<file path="config.mk">
export PLATFORM = sky130hd
export DESIGN_NAME = modem_transmitter
export DESIGN_NICKNAME = d
export VERILOG_FILES = /design/src/rtl/modem_transmitter.sv
export SDC_FILE = /design/constraint.sdc
export NUM_CORES = 1
export LEC_CHECK = 0
export ABC_AREA = 0
export CAP_MARGIN = 20
export CORE_UTILIZATION = 40
export DETAILED_ROUTE_END_ITERATION = 6
export GPL_ROUTABILITY_DRIVEN = 1
export SYNTH_ARGS = -nofsm -noshare
export SYNTH_HDL_FRONTEND = slang
export SYNTH_SLANG_ARGS = --single-unit
</file>
<file path="constraint.sdc">
create_clock -name iclk -period 3.7 [get_ports iclk]
set_clock_uncertainty 0.05 [all_clocks]
set_input_delay 0.74 -clock iclk [delete_from_list [all_inputs] [get_ports iclk]]
set_output_delay 0.74 -clock iclk [all_outputs]
set_load 0.1 [all_outputs]
</file>
<file path="src/rtl/modem_transmitter.sv">
// Baseband I/Q frame generator: BPSK preamble, PRBS-9 QPSK data field, idle gap.
// One complex sample per clock, all outputs registered.
module modem_transmitter #(
  parameter int unsigned       DAT_W    = 12,
  parameter int unsigned       AMP      = 1448,
  parameter int unsigned       PRE_LEN  = 64,
  parameter logic [PRE_LEN-1:0] PREAMBLE = 64'hA5A5_0F0F_3C3C_9669,
  parameter int unsigned       DATA_LEN = 1024,
  parameter int unsigned       GAP_LEN  = 64
) (
  input  logic                    iclk,
  input  logic                    irst,
  input  logic                    ien_data,
  output logic                    osop_IQ,
  output logic signed [DAT_W-1:0] odata_I,
  output logic signed [DAT_W-1:0] odata_Q,
  output logic [1:0]              a,
  output logic                    owrite_en
);

  localparam int unsigned CNT_MAX_A = (PRE_LEN > DATA_LEN) ? PRE_LEN : DATA_LEN;
  localparam int unsigned CNT_MAX   = (CNT_MAX_A > GAP_LEN) ? CNT_MAX_A : GAP_LEN;
  localparam int unsigned CNT_W     = (CNT_MAX > 1) ? $clog2(CNT_MAX) : 1;
  localparam int unsigned PIDX_W    = (PRE_LEN > 1) ? $clog2(PRE_LEN) : 1;
  localparam int unsigned PRBS_W    = 9;

  localparam logic [DAT_W-1:0]  C_POS     = DAT_W'(AMP);
  localparam logic [DAT_W-1:0]  C_NEG     = DAT_W'(0) - C_POS;
  localparam logic [CNT_W-1:0]  C_PRE_END = CNT_W'(PRE_LEN - 1);
  localparam logic [CNT_W-1:0]  C_DAT_END = CNT_W'(DATA_LEN - 1);
  localparam logic [CNT_W-1:0]  C_GAP_END = CNT_W'(GAP_LEN - 1);
  localparam logic [PRBS_W-1:0] C_SEED    = 9'h1FF;

  typedef enum logic [1:0] {
    ST_IDLE = 2'd0,
    ST_PRE  = 2'd1,
    ST_DATA = 2'd2,
    ST_GAP  = 2'd3
  } state_t;

  state_t              r_state;
  logic [CNT_W-1:0]    r_cnt;
  logic [PRBS_W-1:0]   r_prbs;
  logic                r_sop;
  logic                r_we;
  logic [DAT_W-1:0]    r_i;
  logic [DAT_W-1:0]    r_q;
  logic [1:0]          r_a;

  state_t              w_state_nxt;
  logic [CNT_W-1:0]    w_cnt_nxt;
  logic [PRBS_W-1:0]   w_prbs_nxt;
  logic                w_sop_nxt;
  logic                w_we_nxt;
  logic [DAT_W-1:0]    w_i_nxt;
  logic [DAT_W-1:0]    w_q_nxt;
  logic [1:0]          w_a_nxt;
  logic                w_pre_bit;

  // Two PRBS steps per data symbol: first bit drives I, second drives Q
  logic                w_fb_i;
  logic                w_fb_q;
  logic [PRBS_W-1:0]   w_s1;
  logic [PRBS_W-1:0]   w_s2;

  assign w_fb_i = r_prbs[8] ^ r_prbs[4];
  assign w_s1   = {r_prbs[7:0], w_fb_i};
  assign w_fb_q = w_s1[8] ^ w_s1[4];
  assign w_s2   = {w_s1[7:0], w_fb_q};

  assign w_pre_bit = PREAMBLE[w_cnt_nxt[PIDX_W-1:0]];

  // Next state/counter, then the sample that the next state will present
  always_comb begin
    w_state_nxt = r_state;
    w_cnt_nxt   = r_cnt + CNT_W'(1);
    w_prbs_nxt  = r_prbs;
    w_sop_nxt   = 1'b0;
    w_we_nxt    = 1'b0;
    w_i_nxt     = '0;
    w_q_nxt     = '0;
    w_a_nxt     = 2'b00;

    case (r_state)
      ST_IDLE: begin
        w_cnt_nxt = '0;
        if (ien_data) w_state_nxt = ST_PRE;
      end
      ST_PRE: begin
        if (r_cnt == C_PRE_END) begin
          w_state_nxt = ST_DATA;
          w_cnt_nxt   = '0;
        end
      end
      ST_DATA: begin
        if (r_cnt == C_DAT_END) begin
          w_state_nxt = ST_GAP;
          w_cnt_nxt   = '0;
        end
      end
      ST_GAP: begin
        if (r_cnt == C_GAP_END) begin
          w_state_nxt = ien_data ? ST_PRE : ST_IDLE;
          w_cnt_nxt   = '0;
        end
      end
      default: begin
        w_state_nxt = ST_IDLE;
        w_cnt_nxt   = '0;
      end
    endcase

    case (w_state_nxt)
      ST_PRE: begin
        w_prbs_nxt = C_SEED;
        w_we_nxt   = 1'b1;
        w_sop_nxt  = (w_cnt_nxt == '0);
        w_i_nxt    = w_pre_bit ? C_NEG : C_POS;
        w_q_nxt    = w_pre_bit ? C_NEG : C_POS;
      end
      ST_DATA: begin
        w_prbs_nxt = w_s2;
        w_we_nxt   = 1'b1;
        w_i_nxt    = w_fb_i ? C_NEG : C_POS;
        w_q_nxt    = w_fb_q ? C_NEG : C_POS;
        w_a_nxt    = {w_fb_i, w_fb_q};
      end
      default: ;
    endcase
  end

  always_ff @(posedge iclk) begin
    if (irst) begin
      r_state <= ST_IDLE;
      r_cnt   <= '0;
      r_prbs  <= C_SEED;
      r_sop   <= 1'b0;
      r_we    <= 1'b0;
      r_i     <= '0;
      r_q     <= '0;
      r_a     <= 2'b00;
    end else begin
      r_state <= w_state_nxt;
      r_cnt   <= w_cnt_nxt;
      r_prbs  <= w_prbs_nxt;
      r_sop   <= w_sop_nxt;
      r_we    <= w_we_nxt;
      r_i     <= w_i_nxt;
      r_q     <= w_q_nxt;
      r_a     <= w_a_nxt;
    end
  end

  assign osop_IQ   = r_sop;
  assign owrite_en = r_we;
  assign odata_I   = r_i;
  assign odata_Q   = r_q;
  assign a         = r_a;

endmodule

</file>
# Word level (Yosys, flattened, before mapping)
# Memory sizes are Yosys's and may differ from the RTL's.
# Index checks and enable logic that the tools add are counted.
dict set report totals {
  register_bits 49
  romBits 64
  in_bits 3
  out_inout_bits 28
  word_cells 46
  mem_count 1
}
dict set report op_classes {
  add_sub_neg 1
  order_cmp 1
  n_eq_ne 7
  n_mux 17
  n_bitwise 4
  reduce_logical 7
}
# memory words word_bits read_ports rd_clocked_by_memory_dff wr line_no
set mem_list {}
lappend mem_list {{(name not given)} 64 1 1 0 0 71} ;# assign w_pre_bit = PREAMBLE[w_cnt_nxt[PIDX_W-1:0]];
# cell count
set ops {}
lappend ops {{$pmux W12 S2} 2}
lappend ops {{$mux W12} 3}
lappend ops {{$pmux W10 S3} 1}
lappend ops {{$mux W10} 2}
lappend ops {{$pmux W9 S2} 1}
lappend ops {{$add A10 B1 Y10 const B} 1}
lappend ops {{$eq A10 B10 Y1 const B} 1}
lappend ops {{$eq A10 B6 Y1 const B} 1}
lappend ops {{$logic_not A10 Y1} 1}
lappend ops {{$mux W2} 4}
lappend ops {{$pmux W2 S4} 1}
lappend ops {{$reduce_or A2 Y1} 4}
lappend ops {{$lt A6 B7 Y1 const B} 1}
lappend ops {{$eq A2 B2 Y1 const B} 3}
lappend ops {{$eq A2 B1 Y1 const B} 2}
lappend ops {{$mux W1} 3}
lappend ops {{$logic_not A2 Y1} 1}
lappend ops {{$not A1 Y1} 2}
lappend ops {{$reduce_bool A2 Y1} 1}
lappend ops {{$xor A1 B1 Y1} 2}

# Depth between registers and ports, before layout
dict set report depth {
  ltp_word 7
  ltp_mapped 11
  mapped_depth_nobuf 11
}

# Worst setup path after synthesis
# No wires, ideal clock.
dict set report synth_timing {
  path_type {reg2reg}
  from {register r_cnt[6]}
  to {register r_prbs[5]}
  arrival_time_ns 2.710
  required_time_ns 3.527
  setup_slack_ns 0.816
  stages_incl_launch_ff 11
  path_buffers 2
  cell_sequence {dfxtp_1 buf_6 or4_4 o31a_1 a221oi_1 inv_1 ha_1 clkbuf_1 nor2b_1 a21oi_1 or2_2}
}
dict set report synth_via {
  elab_chain_len 5
  elab_cells_between_ends 10
  classes_between {eq/ne: 4; mux: 5; reduce/logical: 1}
}
# item line_no
set synth_lines {}
lappend synth_lines {{start, declared} 42} ;# logic [CNT_W-1:0] r_cnt;
lappend synth_lines {{start signal, assigned} 144} ;# r_cnt <= w_cnt_nxt;
lappend synth_lines {{$eq A10 B6 Y1 or $eq A10 B10 Y1 (tied branches)} {90, 102, 96}}
lappend synth_lines {{$mux W2, on equally long branches} {102, 90, 96}}
lappend synth_lines {{$pmux W2 S4 *} 84} ;# case (r_state)
lappend synth_lines {{named net w_state_nxt[0]} 50} ;# state_t w_state_nxt;
lappend synth_lines {{$eq A2 B2 Y1 or $eq A2 B1 Y1 (tied branches)} 113} ;# case (w_state_nxt)
lappend synth_lines {{$pmux W9 S2 or $reduce_bool A2 Y1 (tied branches)} -}
lappend synth_lines {{end signal, assigned} 145} ;# r_prbs <= w_prbs_nxt;
lappend synth_lines {{end, declared} 43} ;# logic [PRBS_W-1:0] r_prbs;
# The timed path passes the listed nets; every way through them passes the cells marked *.
# A chain may end at the register's enable or synchronous reset.

# Worst setup path in the final report
dict set report layout_timing {
  from {register r_cnt[0]}
  to {register r_prbs[2]}
}
# The elaborated chain is that of the path after synthesis.

==> flow_metrics.tcl <==
set metrics [dict create \
    outcome "complete, no violations" \
    area_delta_synth_final_pct 16.0 \
    synth_top_area_share_pct 34.3 \
    synthesis.area_mm2 0.00169 \
    clock_latency_ns 0.28 \
    portBuffers 24 \
    seq_power_share_pct 35.2 \
    slew_viol_final 0 \
    antenna_found_initial 0 \
    route.detailed.drc 0 \
    busiest_layer "met2" \
    tightest_slew_ns 0.970 \
    core_area_mm2 0.00403 \
    synthMuxAreaShare_pct 1.18 \
    synth-seq-cells 29 \
    clkTransAtPathRegs_ns 0.06 \
    synth_warnings 0 \
    met2_usage_pct 23.4 \
    synth_area_leaders "dfxtp_1, buf_4, nor2_1" \
    regToRegSetupSlack_ns 0.71 \
    finalCoreUtilization_pct 48.7 \
    synthSimpleGateAreaFrac_pct 28.6 \
    crit_path_start_kind "flip-flop" \
    hp-start "r_prbs[1]" \
    grt_pass1_wl_mm 5.30 \
    r2r-end "r_prbs[2]" \
    finalHoldViolCount 0 \
    cts_sinks 29 \
    cts_resized 0 \
    reg2reg_depth 9 \
    stdcell_area_mm2 0.00196 \
    synth_cell_types 42 \
    synth_cells 209 \
    total_power_uw 926 \
    p_leak_nw 0.729 \
    synth_adder_area_share_pct 2.96 \
    die_h_um 67.0 \
    worstPathRequired_ns 3.82 \
    wl_mm 3.10 \
    antennaDiodeCount 0 \
    finalWeightedCongestion 0.779 \
    period_share_pct 80.9 \
    ir_drop_uv 308 \
    worstSetupEndpointType "flip-flop" \
    drt_first_pass_iters 4 \
    cts_tree "built" \
    met3_usage_pct 4.62 \
    dieArea_mm2 0.00449 \
    maxCapViolations 0 \
    synth_top_family_by_area "simple AND/OR/NAND/NOR gates" \
    initial_core_util_pct 42.0 \
    setup_violations 0 \
    io_pins 31 \
    cts_setup_buffers 0 \
    drive_gt1_share_pct 11.1 \
    synth-seq-area-share_pct 34.3 \
    p_int_uw 630 \
    cp.arrival_ns 3.11 \
    p_per_area_mw_per_mm2 472 \
    synth_edf_count 0 \
    layout.nets 223 \
    cts_buffer_depth 2 \
    root_buffer "clkbuf_8" \
    drt_iter0_drc 69 \
    ctsHoldBuffers 0 \
    p_sw_share_pct 32.0 \
    ant_nets 0 \
    slew-limit-headroom_pct 35.1 \
    r2r-start "r_cnt[0]" \
    hold_depth 2 \
    wl_per_cell_um 11.6 \
    dpl_cell_area_mm2 0.00183 \
    htree_num_levels 2 \
    async_flop_share_pct 0 \
    num_rows 23 \
    via_count 1356 \
    hp-class "flip-flop to flip-flop" \
    die_x_um 67.0 \
    avgSynthCellArea_um2 8.09 \
    rsz0062_at_grt "false" \
    dp_hpwl_mm 2.18 \
    pwr-share-clk_pct 42.3 \
    crit_fanout 17 \
    whs_ns 0.439 \
    combPwrFrac_pct 22.6 \
    synth-xor-area-share_pct 6.73 \
    synth_compound_area_share_pct 12.6 \
    fin_crit_ns 2.99 \
    grt_use_met1_pct 21.1 \
    grtUsageTotal_pct 15.9 \
    synth_top_area_cell "dfxtp_1" \
    grt-ovfl-total 0 \
    cts_made_buffers 5 \
    synth_ff_type "dfxtp_1" \
    fmax_mhz 334 \
    grt_max_degree 18 \
    crit_type "flip-flop to flip-flop" \
    grt_pass1_vias 1149 \
    fin_tns_setup_ns 0 \
    min_to "r_prbs[1]" \
    viasPerCell 5.08 \
    netSwitchingPower_uw 297 \
    fill_cells 399 \
]
-- synthesized netlist by cell type, drive strengths merged, types with 2 or more instances --
library cell,n
a21oi,12
a31o,2
buf,25
clkbuf,7
dfxtp,29
ha,4
inv,5
mux2i,2
nand2,15
nand2b,5
nand3,5
nand4,6
nor2,25
nor2b,9
nor3,7
nor4,2
nor4b,2
o211ai,3
o21ai,2
o31a,2
or2,8
or3,4
xnor2,9
xor2,4
-- cells in the final DEF (no fill, tap or decap), types with 3 or more instances in the layout --
cell | Yosys | routed
nor3_1 | 7 | 7
nand4_1 | 6 | 6
inv_1 | 5 | 5
clkdlybuf4s50_1 | 0 | 24
nand2b_1 | 5 | 5
buf_4 | 20 | 3
clkbuf_8 | 0 | 5
xor2_1 | 4 | 4
or3_1 | 4 | 4
o211ai_1 | 3 | 3
nor2b_1 | 9 | 9
nor2_1 | 25 | 25
nand3_1 | 5 | 5
xnor2_1 | 9 | 9
a21oi_1 | 12 | 12
ha_1 | 4 | 4
nand2_1 | 15 | 15
dfxtp_1 | 29 | 29
or2_2 | 8 | 8
conb_1 | 1 | 6
-- through the flow --
stage	setup WS (ns)	instances
after floorplan	0.816	214
after global placement	0.642	259
after detailed placement	0.600	259
after CTS	0.691	267
after global routing	0.353	267
final	0.705	267
-- sequential cells by signal, indices dropped and copies added (netlist names) --
name,count
odata_Q,2
osop_IQ,1
owrite_en,1
r_cnt,10
r_prbs,9
odata_I,2
a,2
r_state,2
-- worst max path at each step --
stage | startpoint | endpoint | slack, ns | cells after the start
global route | r_cnt[0] | odata_Q[9] | 0.35 | 10
finish | r_cnt[0] | r_prbs[2] | 0.71 | 9
CTS | r_cnt[0] | r_prbs[2] | 0.69 | 9
global placement | ien_data | odata_I[9] | 0.64 | 10
detailed placement | ien_data | r_prbs[2] | 0.60 | 9
floorplan | r_cnt[6] | r_prbs[5] | 0.82 | 10
-- power groups by stage --
stage	sequential [mW]	combinational, mW	clock, mW
3_3_place_gp	0.333	0.210	0
3_5_place_dp	0.333	0.210	0
5_1_grt	0.327	0.220	0.417
2_1_floorplan	0.364	0.156	0
4_1_cts	0.326	0.210	0.399
6_report	0.326	0.209	0.392
-- critical path, stage by stage (launching register included) --
cell,delay [ns]
dfxtp_1,0.51
ha_1,0.23
nand3_1,0.15
o31a_1,0.35
a221oi_1,0.37
inv_1,0.08
ha_1,0.59
nor2b_1,0.22
a21oi_1,0.05
or2_2,0.28
-- per-layer routing --
| layer | part of all wire [%] | up-vias |
|---|---|---|
| met3 | 4.2 | 6 |
| met5 | 0 | - |
| met1 | 52 | 614 |
| li1 | - | 701 |
| met2 | 42 | 35 |
| met4 | 2.2 | 0 |
-- area by class of cell --
class                           count  area [um2]  area share (%)
Multi-Input combinational cell    148         903            46.0
Tap cell                           50        62.6            3.19
Sequential cell                    29         581            29.6
Clock inverter                      3        65.1            3.32
Inverter                            5        18.8           0.957
Clock buffer                        5        68.8            3.51
Timing Repair Buffer               27         263            13.4
-- cells by family (layout without fill, tap and decap cells) --
logic type,Yosys count,after routing
DFF,29,29
and+or+nand+nor,93,93
xor gates and xnor gates,13,13
AOI/OAI and AO/OA,30,30
buffers and inverters,37,40
muxes,2,2
other,1,6
adders and majority gates,4,4
Note: power is estimated with default switching activity, not from simulation.
